`src/rtl/score_display_pkg.sv`:
```
// Shared types and constants for the score display path: converter FSM states
// and active-low seven-segment / anode codes.
package score_display_pkg;

  typedef enum logic [1:0] {
    IDLE,
    SHIFT,
    COMMIT
  } conv_state_t;

  // Segment patterns are {g,f,e,d,c,b,a}, active-low.
  localparam logic [6:0] SEG7_0   = 7'b1000000;
  localparam logic [6:0] SEG7_1   = 7'b1111001;
  localparam logic [6:0] SEG7_2   = 7'b0100100;
  localparam logic [6:0] SEG7_3   = 7'b0110000;
  localparam logic [6:0] SEG7_4   = 7'b0011001;
  localparam logic [6:0] SEG7_5   = 7'b0010010;
  localparam logic [6:0] SEG7_6   = 7'b0000010;
  localparam logic [6:0] SEG7_7   = 7'b1111000;
  localparam logic [6:0] SEG7_8   = 7'b0000000;
  localparam logic [6:0] SEG7_9   = 7'b0010000;
  localparam logic [6:0] SEG7_OFF = 7'b1111111;

  localparam logic [7:0] SEG_BLANK = 8'hFF;
  localparam logic [2:0] AN_OFF    = 3'b111;

  function automatic logic [6:0] seg7_encode(input logic [3:0] d);
    logic [6:0] s;
    s = SEG7_OFF;
    case (d)
      4'd0: s = SEG7_0;
      4'd1: s = SEG7_1;
      4'd2: s = SEG7_2;
      4'd3: s = SEG7_3;
      4'd4: s = SEG7_4;
      4'd5: s = SEG7_5;
      4'd6: s = SEG7_6;
      4'd7: s = SEG7_7;
      4'd8: s = SEG7_8;
      4'd9: s = SEG7_9;
      default: s = SEG7_OFF;
    endcase
    return s;
  endfunction

endpackage

```
`src/rtl/bin2bcd_seq.sv`:
```
// Sequential 8-bit binary to 3-digit BCD converter (shift-add-3) with a
// 1-deep pending load register; bcd updates only on a completed conversion.
module bin2bcd_seq
  import score_display_pkg::*;
(
  input  logic        clk,
  input  logic        rst,
  input  logic [7:0]  score,
  input  logic        score_valid,
  output logic        busy,
  output logic [11:0] bcd
);

  conv_state_t state, state_nx;
  logic [7:0]  sr;
  logic [11:0] acc;
  logic [11:0] acc_adj;
  logic [2:0]  iter;
  logic        pend_valid;
  logic [7:0]  pend_val;
  logic        reload;

  always_comb begin
    acc_adj = acc;
    for (int unsigned i = 0; i < 3; i++) begin
      if (acc[4*i +: 4] >= 4'd5) acc_adj[4*i +: 4] = acc[4*i +: 4] + 4'd3;
    end
  end

  // A strobe landing in COMMIT itself is newer than anything pending.
  assign reload = score_valid || pend_valid;

  always_comb begin
    state_nx = state;
    unique case (state)
      IDLE:    if (score_valid) state_nx = SHIFT;
      SHIFT:   if (iter == 3'd7) state_nx = COMMIT;
      COMMIT:  state_nx = reload ? SHIFT : IDLE;
      default: state_nx = IDLE;
    endcase
  end

  always_ff @(posedge clk or negedge rst) begin
    if (!rst) begin
      state      <= IDLE;
      sr         <= '0;
      acc        <= '0;
      iter       <= '0;
      pend_valid <= 1'b0;
      pend_val   <= '0;
      bcd        <= '0;
    end else begin
      state <= state_nx;
      case (state)
        IDLE: begin
          if (score_valid) begin
            sr   <= score;
            acc  <= '0;
            iter <= '0;
          end
        end
        SHIFT: begin
          {acc, sr} <= {acc_adj[10:0], sr, 1'b0};
          iter      <= iter + 3'd1;
          if (score_valid) begin
            pend_valid <= 1'b1;
            pend_val   <= score;
          end
        end
        COMMIT: begin
          bcd        <= acc;
          pend_valid <= 1'b0;
          if (reload) begin
            sr   <= score_valid ? score : pend_val;
            acc  <= '0;
            iter <= '0;
          end
        end
        default: ;
      endcase
    end
  end

  assign busy = (state != IDLE);

endmodule

```
`src/rtl/score_display.sv`:
```
// Score display top: registered BCD conversion feeding a 3-digit multiplexed
// seven-segment display with optional leading-zero blanking.
module score_display
  import score_display_pkg::*;
#(
  parameter int unsigned REFRESH_DIV = 250000,
  parameter bit          BLANK_LZ    = 1'b1
) (
  input  logic        clk,
  input  logic        rst,
  input  logic [7:0]  score,
  input  logic        score_valid,
  output logic        busy,
  output logic [11:0] bcd,
  output logic [7:0]  seg,
  output logic [2:0]  an
);

  localparam logic [23:0] DIV_LAST = 24'(REFRESH_DIV - 1);

  logic [23:0] cnt;
  logic [1:0]  digit_idx;
  logic [3:0]  nib;
  logic        blank;
  logic [7:0]  seg_nx;
  logic [2:0]  an_nx;

  bin2bcd_seq u_conv (
    .clk         (clk),
    .rst         (rst),
    .score       (score),
    .score_valid (score_valid),
    .busy        (busy),
    .bcd         (bcd)
  );

  always_ff @(posedge clk or negedge rst) begin
    if (!rst) begin
      cnt       <= '0;
      digit_idx <= '0;
    end else if (cnt == DIV_LAST) begin
      cnt       <= '0;
      digit_idx <= (digit_idx == 2'd2) ? 2'd0 : digit_idx + 2'd1;
    end else begin
      cnt <= cnt + 24'd1;
    end
  end

  always_comb begin
    nib   = bcd[3:0];
    blank = 1'b0;
    an_nx = AN_OFF;
    case (digit_idx)
      2'd0: begin
        nib   = bcd[3:0];
        an_nx = 3'b110;
      end
      2'd1: begin
        nib   = bcd[7:4];
        blank = BLANK_LZ && (bcd[11:4] == 8'h00);
        an_nx = 3'b101;
      end
      2'd2: begin
        nib   = bcd[11:8];
        blank = BLANK_LZ && (bcd[11:8] == 4'h0);
        an_nx = 3'b011;
      end
      default: ;
    endcase
    seg_nx = blank ? SEG_BLANK : {1'b1, seg7_encode(nib)};
  end

  always_ff @(posedge clk or negedge rst) begin
    if (!rst) begin
      seg <= SEG_BLANK;
      an  <= AN_OFF;
    end else begin
      seg <= seg_nx;
      an  <= an_nx;
    end
  end

endmodule

```
`config.mk`:
```
export PLATFORM = sky130hd
export DESIGN_NAME = score_display
export DESIGN_NICKNAME = d
export VERILOG_FILES = /design/src/rtl/score_display_pkg.sv /design/src/rtl/bin2bcd_seq.sv /design/src/rtl/score_display.sv
export SDC_FILE = /design/constraint.sdc
export NUM_CORES = 1
export LEC_CHECK = 0
export CORE_ASPECT_RATIO = 1.5
export CORE_MARGIN = 4
export CORE_UTILIZATION = 50
export CTS_CLUSTER_SIZE = 8
export DETAILED_ROUTE_END_ITERATION = 7
export PLACE_DENSITY = 0.79
export RECOVER_POWER = 50
export SETUP_SLACK_MARGIN = 0.3
export SYNTH_ARGS = -nofsm -noshare
export SYNTH_HDL_FRONTEND = slang
export SYNTH_SLANG_ARGS = --single-unit
```
`constraint.sdc`:
```
create_clock -name clk -period 3.5 [get_ports clk]
set_input_delay 0.525 -clock clk [delete_from_list [all_inputs] [get_ports clk]]
set_output_delay 0.525 -clock clk [all_outputs]
set_load 0.01 [all_outputs]
```
==> results.md, run 1 <==
| Parameter | This run |
|---|---|
| Vias in the first global route | 2850 |
| Most frequent cells in the layout | 72 x sky130_fd_sc_hd__dfrtp_1, 32 x sky130_fd_sc_hd__mux2_2, 32 x sky130_fd_sc_hd__clkdlybuf4s50_1 |
| Synth Register Bits | 82 |
| Share of the yosys chip area belonging to registers | 49.8% |
| Global-route wire length before repair | 13500 µm |
| Post-synth EDFFs | 0 |
| Number of diodes | 0 |
| Core Footprint | 8060 µm² |
| Largest net degree at the start of global routing | 83 |
| Max-cap violation count | 1 |
| Leading cell type in the layout, fill and taps excluded | sky130_fd_sc_hd__dfrtp_1 |
| Share of post-route cells with drive strength above 1 | 17.7% |
| Worst-Skew Late Latency | 0.34 ns |
| Async set-or-reset flop fraction in the synthesized netlist | 100% |
| Run status | finished, violations left |
| Peak VDD IR | 0.427 mV |
| Worst-margin pin slew | 1.99 ns |
| Std-Cell Rows | 40 |
| Unique cell type count in the Yosys netlist | 54 |
| Count of warnings emitted by yosys | 0 |
| Summed negative setup slack over all endpoints | 0 ns |
| Root Buffer Master | sky130_fd_sc_hd__clkbuf_16 |
| Worst hold-check path type | reg2reg |
| Placed wire-length estimate after detailed placement | 5510 µm |
| TritonRoute pass-1 iters | 4 |
| Via total after detailed routing | 2853 |
| CTS clock-pin slew for the worst setup and hold paths | 0.06 ns |
| DRC violation total after the first TritonRoute iteration | 162 |
| GR Layer Usage met1 | 21.8% |
| Startpoint Class | register |
| Number of cells produced by synthesis | 368 |
| Cell area after technology mapping | 4150 µm² |
| Achievable frequency | 0.357 GHz |
| Data arrival time of the worst path | 3.02 ns |
| Final setup viols | 0 |
| Avg Inst Size Synth | 11.3 µm² |
| Met2 Track Usage GR | 29.2% |
| Cell Pwr Density | 720 nW/µm² |
| Most used flip-flop cell after synthesis | sky130_fd_sc_hd__dfrtp_1 |
| Crit. End Element | register |
| Final wirelength | 7960 µm |
| Routed wire length per instance | 15.6 µm |
| Worst setup skew after layout | 0.00580 ns |
| Post-place setup slack | 0.748 ns |
| Number of failing hold endpoints at the final stage | 0 |
| Met3 Usage GRT | 3.75% |
| Most utilized layer in the global route result | met2 |
| Final-report max-slew violation count | 83 |
| Post-layout min period | 2.80 ns |
| Net count, final | 433 |
| Syn Nets | 400 |
| Longest Clk Path Bufs | 2 |
| Vias per cell | 5.58 |
| Total clock sinks | 82 |
| Reported leakage power | 2.14 nW |
| Num CTS Buffers | 9 |
| Failing checks | max-capacitance violations, max-slew violations |
| Utilization after layout | 60.2% |
| Area added between synthesis and finish | 17.0% |
| PostCTS Resize Cnt | 0 |
| Initial cell density of the core | 51.5% |
| Count of buffers added by post-CTS timing repair for setup | 0 |
| H-tree levels | 3 |
| Worst-path fanout max | 20 |
| Initial antenna violation count | 0 |
| TritonCTS clock tree | yes |
| Boundary Pins | 35 |
| Antenna-violating nets left | 0 |
| Placer congestion estimate | 0.795 |
| Area of the die | 9840 µm² |
| Setup repair after global routing missed its margin | false |
| Post-route worst setup slack | 0.695 ns |
| Total of hold buffers inserted after clock tree synthesis | 0 |
| Endpoint required time on the critical path | 3.72 ns |
| GRT Util Overall | 17.6% |
| Relative slew slack | -32.6% |
| Height of the chip | 120 µm |
| IO buf count | 33 |
| Final Cycle Share | 80.1% |
| Remaining design rule violation count | 0 |
| Type of the worst setup path | reg2reg |
| Die Span X | 82.4 µm |
| Total grt overflow | 0 |
[layout make-up]
type / count / area (µm²)
Fill cell: 672 / 3200
Sequential cell: 82 / 2060
Multi-Input combinational cell: 252 / 1920
Timing Repair Buffer: 35 / 340
Clock buffer: 11 / 243
Tap cell: 105 / 131
Inverter: 21 / 78.8
Clock inverter: 5 / 77.6
[path summary, 6_finish.rpt]
kind / from / end / slack, ns / cells past startpoint
setup / recovery: u_conv.state[0]$_DFFE_PN0P_ / u_conv.sr[2]$_DFFE_PN0P_ / 0.70 / 5
hold / removal: cnt[0]$_DFF_PN0_ / cnt[0]$_DFF_PN0_ / 0.45 / 1
setup reg to reg: u_conv.state[0]$_DFFE_PN0P_ / u_conv.sr[2]$_DFFE_PN0P_ / 0.70 / 5
hold reg to reg: cnt[0]$_DFF_PN0_ / cnt[0]$_DFF_PN0_ / 0.45 / 1
max in group asynchronous: rst / u_conv.pend_val[5]$_DFFE_PN0P_ / 1.58 / 1
min in group asynchronous: rst / cnt[8]$_DFF_PN0_ / 0.73 / 1
[critical path, cell delays in order, from the launching register on]
cell and delay (ns):
sky130_fd_sc_hd__dfrtp_1 0.41, sky130_fd_sc_hd__inv_1 0.11, sky130_fd_sc_hd__ha_1 0.69, sky130_fd_sc_hd__nor3_2 0.17
sky130_fd_sc_hd__nor2_1 0.88, sky130_fd_sc_hd__mux2_2 0.42
[routing by layer]
layer	vias up	wire length [µm]
met5	-	0
met4	0	155
met3	13	238
met2	42	4250
met1	1406	3310
li1	1392	-
[metrics by stage]
| step | hold slack (ns) | std cells | power (mW) | area, µm² |
|---|---|---|---|---|
| finish | 0.450 | 511 | 3.50 | 4850 |
| detailed placement | 0.443 | 495 | 2.50 | 4550 |
| floorplan | 0.229 | 368 | 2.13 | 4150 |
| global route | 0.473 | 511 | 3.71 | 4850 |
| CTS | 0.402 | 511 | 3.52 | 4870 |
| global placement | 0.433 | 495 | 2.46 | 4550 |
[kinds of logic after synthesis]
logic type | share of synthesized area, %
mux | 9.66
buf+inv | 3.56
other cells | 0.0904
compound gates | 12.8
xor+xnor | 4.86
flops | 49.8
simple gates | 12.9
fa+ha+maj | 6.34
[flip-flops by register name (all words and copies together) (netlist names)]
register and count:
cnt 24, u_conv.acc 12, u_conv.bcd 12, u_conv.pend_val 8, u_conv.sr 8, seg 7
an 3, u_conv.iter 3, digit_idx 2, u_conv.state 2, u_conv.pend_valid 1
[Yosys cell counts (4+ instances only)]
cell                        count  share of area [%]
sky130_fd_sc_hd__a21oi_1       13                1.6
sky130_fd_sc_hd__a21oi_2        4               0.84
sky130_fd_sc_hd__a22o_1         8                1.7
sky130_fd_sc_hd__a22oi_1       11                2.0
sky130_fd_sc_hd__buf_2          7               0.84
sky130_fd_sc_hd__dfrtp_1       72                 43
sky130_fd_sc_hd__dfstp_2       10                6.3
sky130_fd_sc_hd__ha_1          21                6.3
sky130_fd_sc_hd__inv_1         21                1.9
sky130_fd_sc_hd__mux2_2        32                8.7
sky130_fd_sc_hd__mux2i_1        4               0.97
sky130_fd_sc_hd__nand2_1       21                1.9
sky130_fd_sc_hd__nand2b_1       5               0.75
sky130_fd_sc_hd__nand3_1       10                1.2
sky130_fd_sc_hd__nand4_1        4               0.60
sky130_fd_sc_hd__nor2_1        19                1.7
sky130_fd_sc_hd__nor4_1         6               0.91
sky130_fd_sc_hd__o21ai_0       17                2.1
sky130_fd_sc_hd__o2bb2ai_1      8                1.7
sky130_fd_sc_hd__o31ai_1        4               0.72
sky130_fd_sc_hd__xnor2_1        8                1.7
sky130_fd_sc_hd__xor2_1        15                3.2
[report_power, final]
part / internal, mW / switching [mW] / leakage (nW)
logic: 0.564 / 0.571 / 0.932
clock network: 0.641 / 0.362 / 0.156
registers: 1.19 / 0.173 / 1.05
total: 2.39 / 1.11 / 2.14
Note: power is estimated with default switching activity, not from simulation.
==> inputs of run 2 (changes only) <==
PLACE_DENSITY = 0.82   (was 0.79)
clock period = 2.55 ns   (was 3.5 ns; I/O delays follow)
==> run 2 against run 1 <==
The run still ends with max-capacitance violations, max-slew violations left. Non-clock buffer count up 6. Critical path depth up 3. Sequential cell count unchanged. Critical endpoint is now seg[3]$_DFF_PN1_. Sequential power up 37%. Maximum frequency up 27%. Wire length up 0.33%. Clock-buffer cell count down 2. Sequential share of layout area down 0.066 points. Final area up 0.15%. Global-route usage up 0.48 points.
==> results.md, run 2 (synthesis results as in run 1) <==
| Parameter | This run | Delta |
|---|---|---|
| Reported leakage power | 2.13 nW | was 2.14 nW |
| Failing checks | max-capacitance violations, max-slew violations | unchanged |
| Std-Cell Rows | 40 | unchanged |
| Number of cells traversed by the worst hold path | 1 | unchanged |
| Final setup viols | 0 | unchanged |
| Final-report max-slew violation count | 79 | was 83 |
| Placer congestion estimate | 0.840 | was 0.795 |
| Achievable frequency | 0.455 GHz | was 0.357 GHz |
| Height of the chip | 120 µm | unchanged |
| Num CTS Buffers | 9 | unchanged |
| Endpoint of the lowest-slack register-to-register path | seg[3]$_DFF_PN1_ | was u_conv.sr[2]$_DFFE_PN0P_ |
| Boundary Pins | 35 | unchanged |
| Number of failing hold endpoints at the final stage | 0 | unchanged |
| Number of cells on the worst reg-to-reg path | 8 | was 5 |
| Final Cycle Share | 86.3% | was 80.1% |
| Core Footprint | 8060 µm² | unchanged |
| Peak VDD IR | 0.724 mV | was 0.427 mV |
| PostCTS Resize Cnt | 0 | unchanged |
| Area post-placement | 4600 µm² | was 4550 µm² |
| Number of flip-flops under the largest register name | 24 | unchanged |
| Share of post-route cells with drive strength above 1 | 18.9% | was 17.7% |
| Crit. End Element | register | unchanged |
| TritonCTS clock tree | yes | unchanged |
| Post-place setup slack | 0.375 ns | was 0.748 ns |
| Most frequent cells in the layout | 72 x sky130_fd_sc_hd__dfrtp_1, 32 x sky130_fd_sc_hd__mux2_2, 32 x sky130_fd_sc_hd__clkdlybuf4s50_1 | unchanged |
| Longest Clk Path Bufs | 2 | unchanged |
| Worst-path fanout max | 10 | was 20 |
| Setup repair after global routing missed its margin | false | unchanged |
| Startpoint of the worst hold path | cnt[0]$_DFF_PN0_ | unchanged |
| Post-route cell area | 4860 µm² | was 4850 µm² |
| Worst R2R Setup Slack | 0.35 ns | was 0.70 ns |
| Source of the worst register-to-register timing path | digit_idx[0]$_DFFE_PN0N_ | was u_conv.state[0]$_DFFE_PN0P_ |
| Regs by FF count | cnt: 24 flops, u_conv.acc: 12 flops, u_conv.bcd: 12 flops | unchanged |
| Via total after detailed routing | 2966 | was 2853 |
| Vias per cell | 5.74 | was 5.58 |
| Area of the die | 9840 µm² | unchanged |
| Register containing the most flip-flops in the final layout | cnt | unchanged |
| Relative slew slack | -24.4% | was -32.6% |
| Routed wire length per instance | 15.4 µm | was 15.6 µm |
| Max-cap violation count | 1 | unchanged |
| H-tree levels | 3 | unchanged |
| Vias in the first global route | 3090 | was 2850 |
| Count of buffers added by post-CTS timing repair for setup | 0 | unchanged |
| Total of hold buffers inserted after clock tree synthesis | 0 | unchanged |
| Initial cell density of the core | 51.5% | unchanged |
| Cell Pwr Density | 957 nW/µm² | was 720 nW/µm² |
| Total grt overflow | 0 | unchanged |
| Final wirelength | 7990 µm | was 7960 µm |
| TritonRoute pass-1 iters | 4 | unchanged |
| Post-layout min period | 2.20 ns | was 2.80 ns |
| Endpoint required time on the critical path | 2.81 ns | was 3.72 ns |
| Global-route wire length before repair | 13900 µm | was 13500 µm |
| DRC violation total after the first TritonRoute iteration | 139 | was 162 |
| Worst-margin pin slew | 1.87 ns | was 1.99 ns |
| Footprint of the multi-input gates | 1930 µm² | was 1920 µm² |
| Largest net degree at the start of global routing | 79 | was 83 |
| Die Span X | 82.4 µm | unchanged |
| Storage element area | 2060 µm² | unchanged |
| IO buf count | 33 | unchanged |
| GRT Util Overall | 18.0% | was 17.6% |
| Total clock sinks | 82 | unchanged |
| Leading cell type in the layout, fill and taps excluded | sky130_fd_sc_hd__dfrtp_1 | unchanged |
| Remaining design rule violation count | 0 | unchanged |
| Number of filler instances in the final layout | 654 | was 672 |
| Summed negative setup slack over all endpoints | 0 ns | unchanged |
| CTS clock-pin slew for the worst setup and hold paths | 0.06 ns | about the same |
| Worst-Skew Late Latency | 0.34 ns | about the same |
| Number of diodes | 0 | unchanged |
| Antenna-violating nets left | 0 | unchanged |
| Root Buffer Master | sky130_fd_sc_hd__clkbuf_16 | unchanged |
| Worst setup skew after layout | 0.00440 ns | was 0.00580 ns |
| Placed wire-length estimate after detailed placement | 5680 µm | was 5510 µm |
| Worst-case hold path end point | cnt[0]$_DFF_PN0_ | unchanged |
| Net count, final | 439 | was 433 |
| Data arrival time of the worst path | 2.46 ns | was 3.02 ns |
| Run status | finished, violations left | unchanged |
| Worst hold-check path type | reg2reg | unchanged |
| Type of the worst setup path | reg2reg | unchanged |
| Post-route worst setup slack | 0.350 ns | was 0.695 ns |
| Startpoint Class | register | unchanged |
| Initial antenna violation count | 0 | unchanged |
| Total power after layout | 4.65 mW | was 3.50 mW |
| Area added between synthesis and finish | 17.2% | was 17.0% |
[run 2: cell count changes in the layout (fill, tap and decap cells not counted), sizes merged]
cell / change
clkinvlp: +2
buf: +4
bufinv: -2
inv: +2
[run 2: stage by stage]
| step | util (%) | instances | hold WS, ns |
|---|---|---|---|
| floorplan | - | 368 | 0.0869 |
| global placement | 57.0 | 501 | 0.434 |
| detailed placement | 57.0 | 501 | 0.452 |
| finish | 60.3 | 517 | 0.472 |
| global route | 60.3 | 517 | 0.493 |
| CTS | 60.5 | 517 | 0.232 |
[run 2: how the worst max path moves through the flow]
stage                       endpoint  cells past startpoint  slack, ns                     start
finish              seg[3]$_DFF_PN1_                      8       0.35  digit_idx[0]$_DFFE_PN0N_
global route        seg[1]$_DFF_PN1_                      8       0.23  digit_idx[0]$_DFFE_PN0N_
CTS                 seg[1]$_DFF_PN1_                      8       0.32  digit_idx[0]$_DFFE_PN0N_
detailed placement  seg[1]$_DFF_PN1_                      8       0.38  digit_idx[0]$_DFFE_PN0N_
global placement    seg[3]$_DFF_PN1_                      8       0.53  digit_idx[0]$_DFFE_PN0N_
floorplan           seg[3]$_DFF_PN1_                      9       0.64  digit_idx[0]$_DFFE_PN0N_
[run 2: final cells by class]
class / count / area share (%)
well taps: 105 / 2.70
flip-flops and latches: 82 / 42.5
repair buffers: 41 / 7.77
clock inverters: 7 / 1.11
clock buffers: 9 / 4.63
inverters: 21 / 1.62
multi-input cells: 252 / 39.7
[run 2: routing by layer]
metal / share of wire, % / wire (µm) / up-vias / global-route usage [%]
met5: 0 / 0 / - / 0
met4: 2.8 / 226 / 0 / 9.25
met3: 3.6 / 285 / 22 / 3.60
met2: 54 / 4320 / 61 / 30.6
met1: 40 / 3160 / 1481 / 20.8
li1: - / - / 1402 / -
[run 2: worst max-delay path, cell delays in order (launching register included)]
cell and delay, ns:
sky130_fd_sc_hd__dfrtp_1 0.40, sky130_fd_sc_hd__inv_1 0.10, sky130_fd_sc_hd__ha_1 0.54, sky130_fd_sc_hd__nor2_1 0.13
sky130_fd_sc_hd__a21oi_2 0.22, sky130_fd_sc_hd__inv_1 0.10, sky130_fd_sc_hd__ha_1 0.31, sky130_fd_sc_hd__o21ai_0 0.20
sky130_fd_sc_hd__nand4_1 0.12
[run 2: power by group]
part | switching [mW] | internal, mW | leakage, nW
Sequential | 0.233 | 1.63 | 1.05
Clock | 0.535 | 0.665 | 0.128
Combinational | 0.783 | 0.809 | 0.955
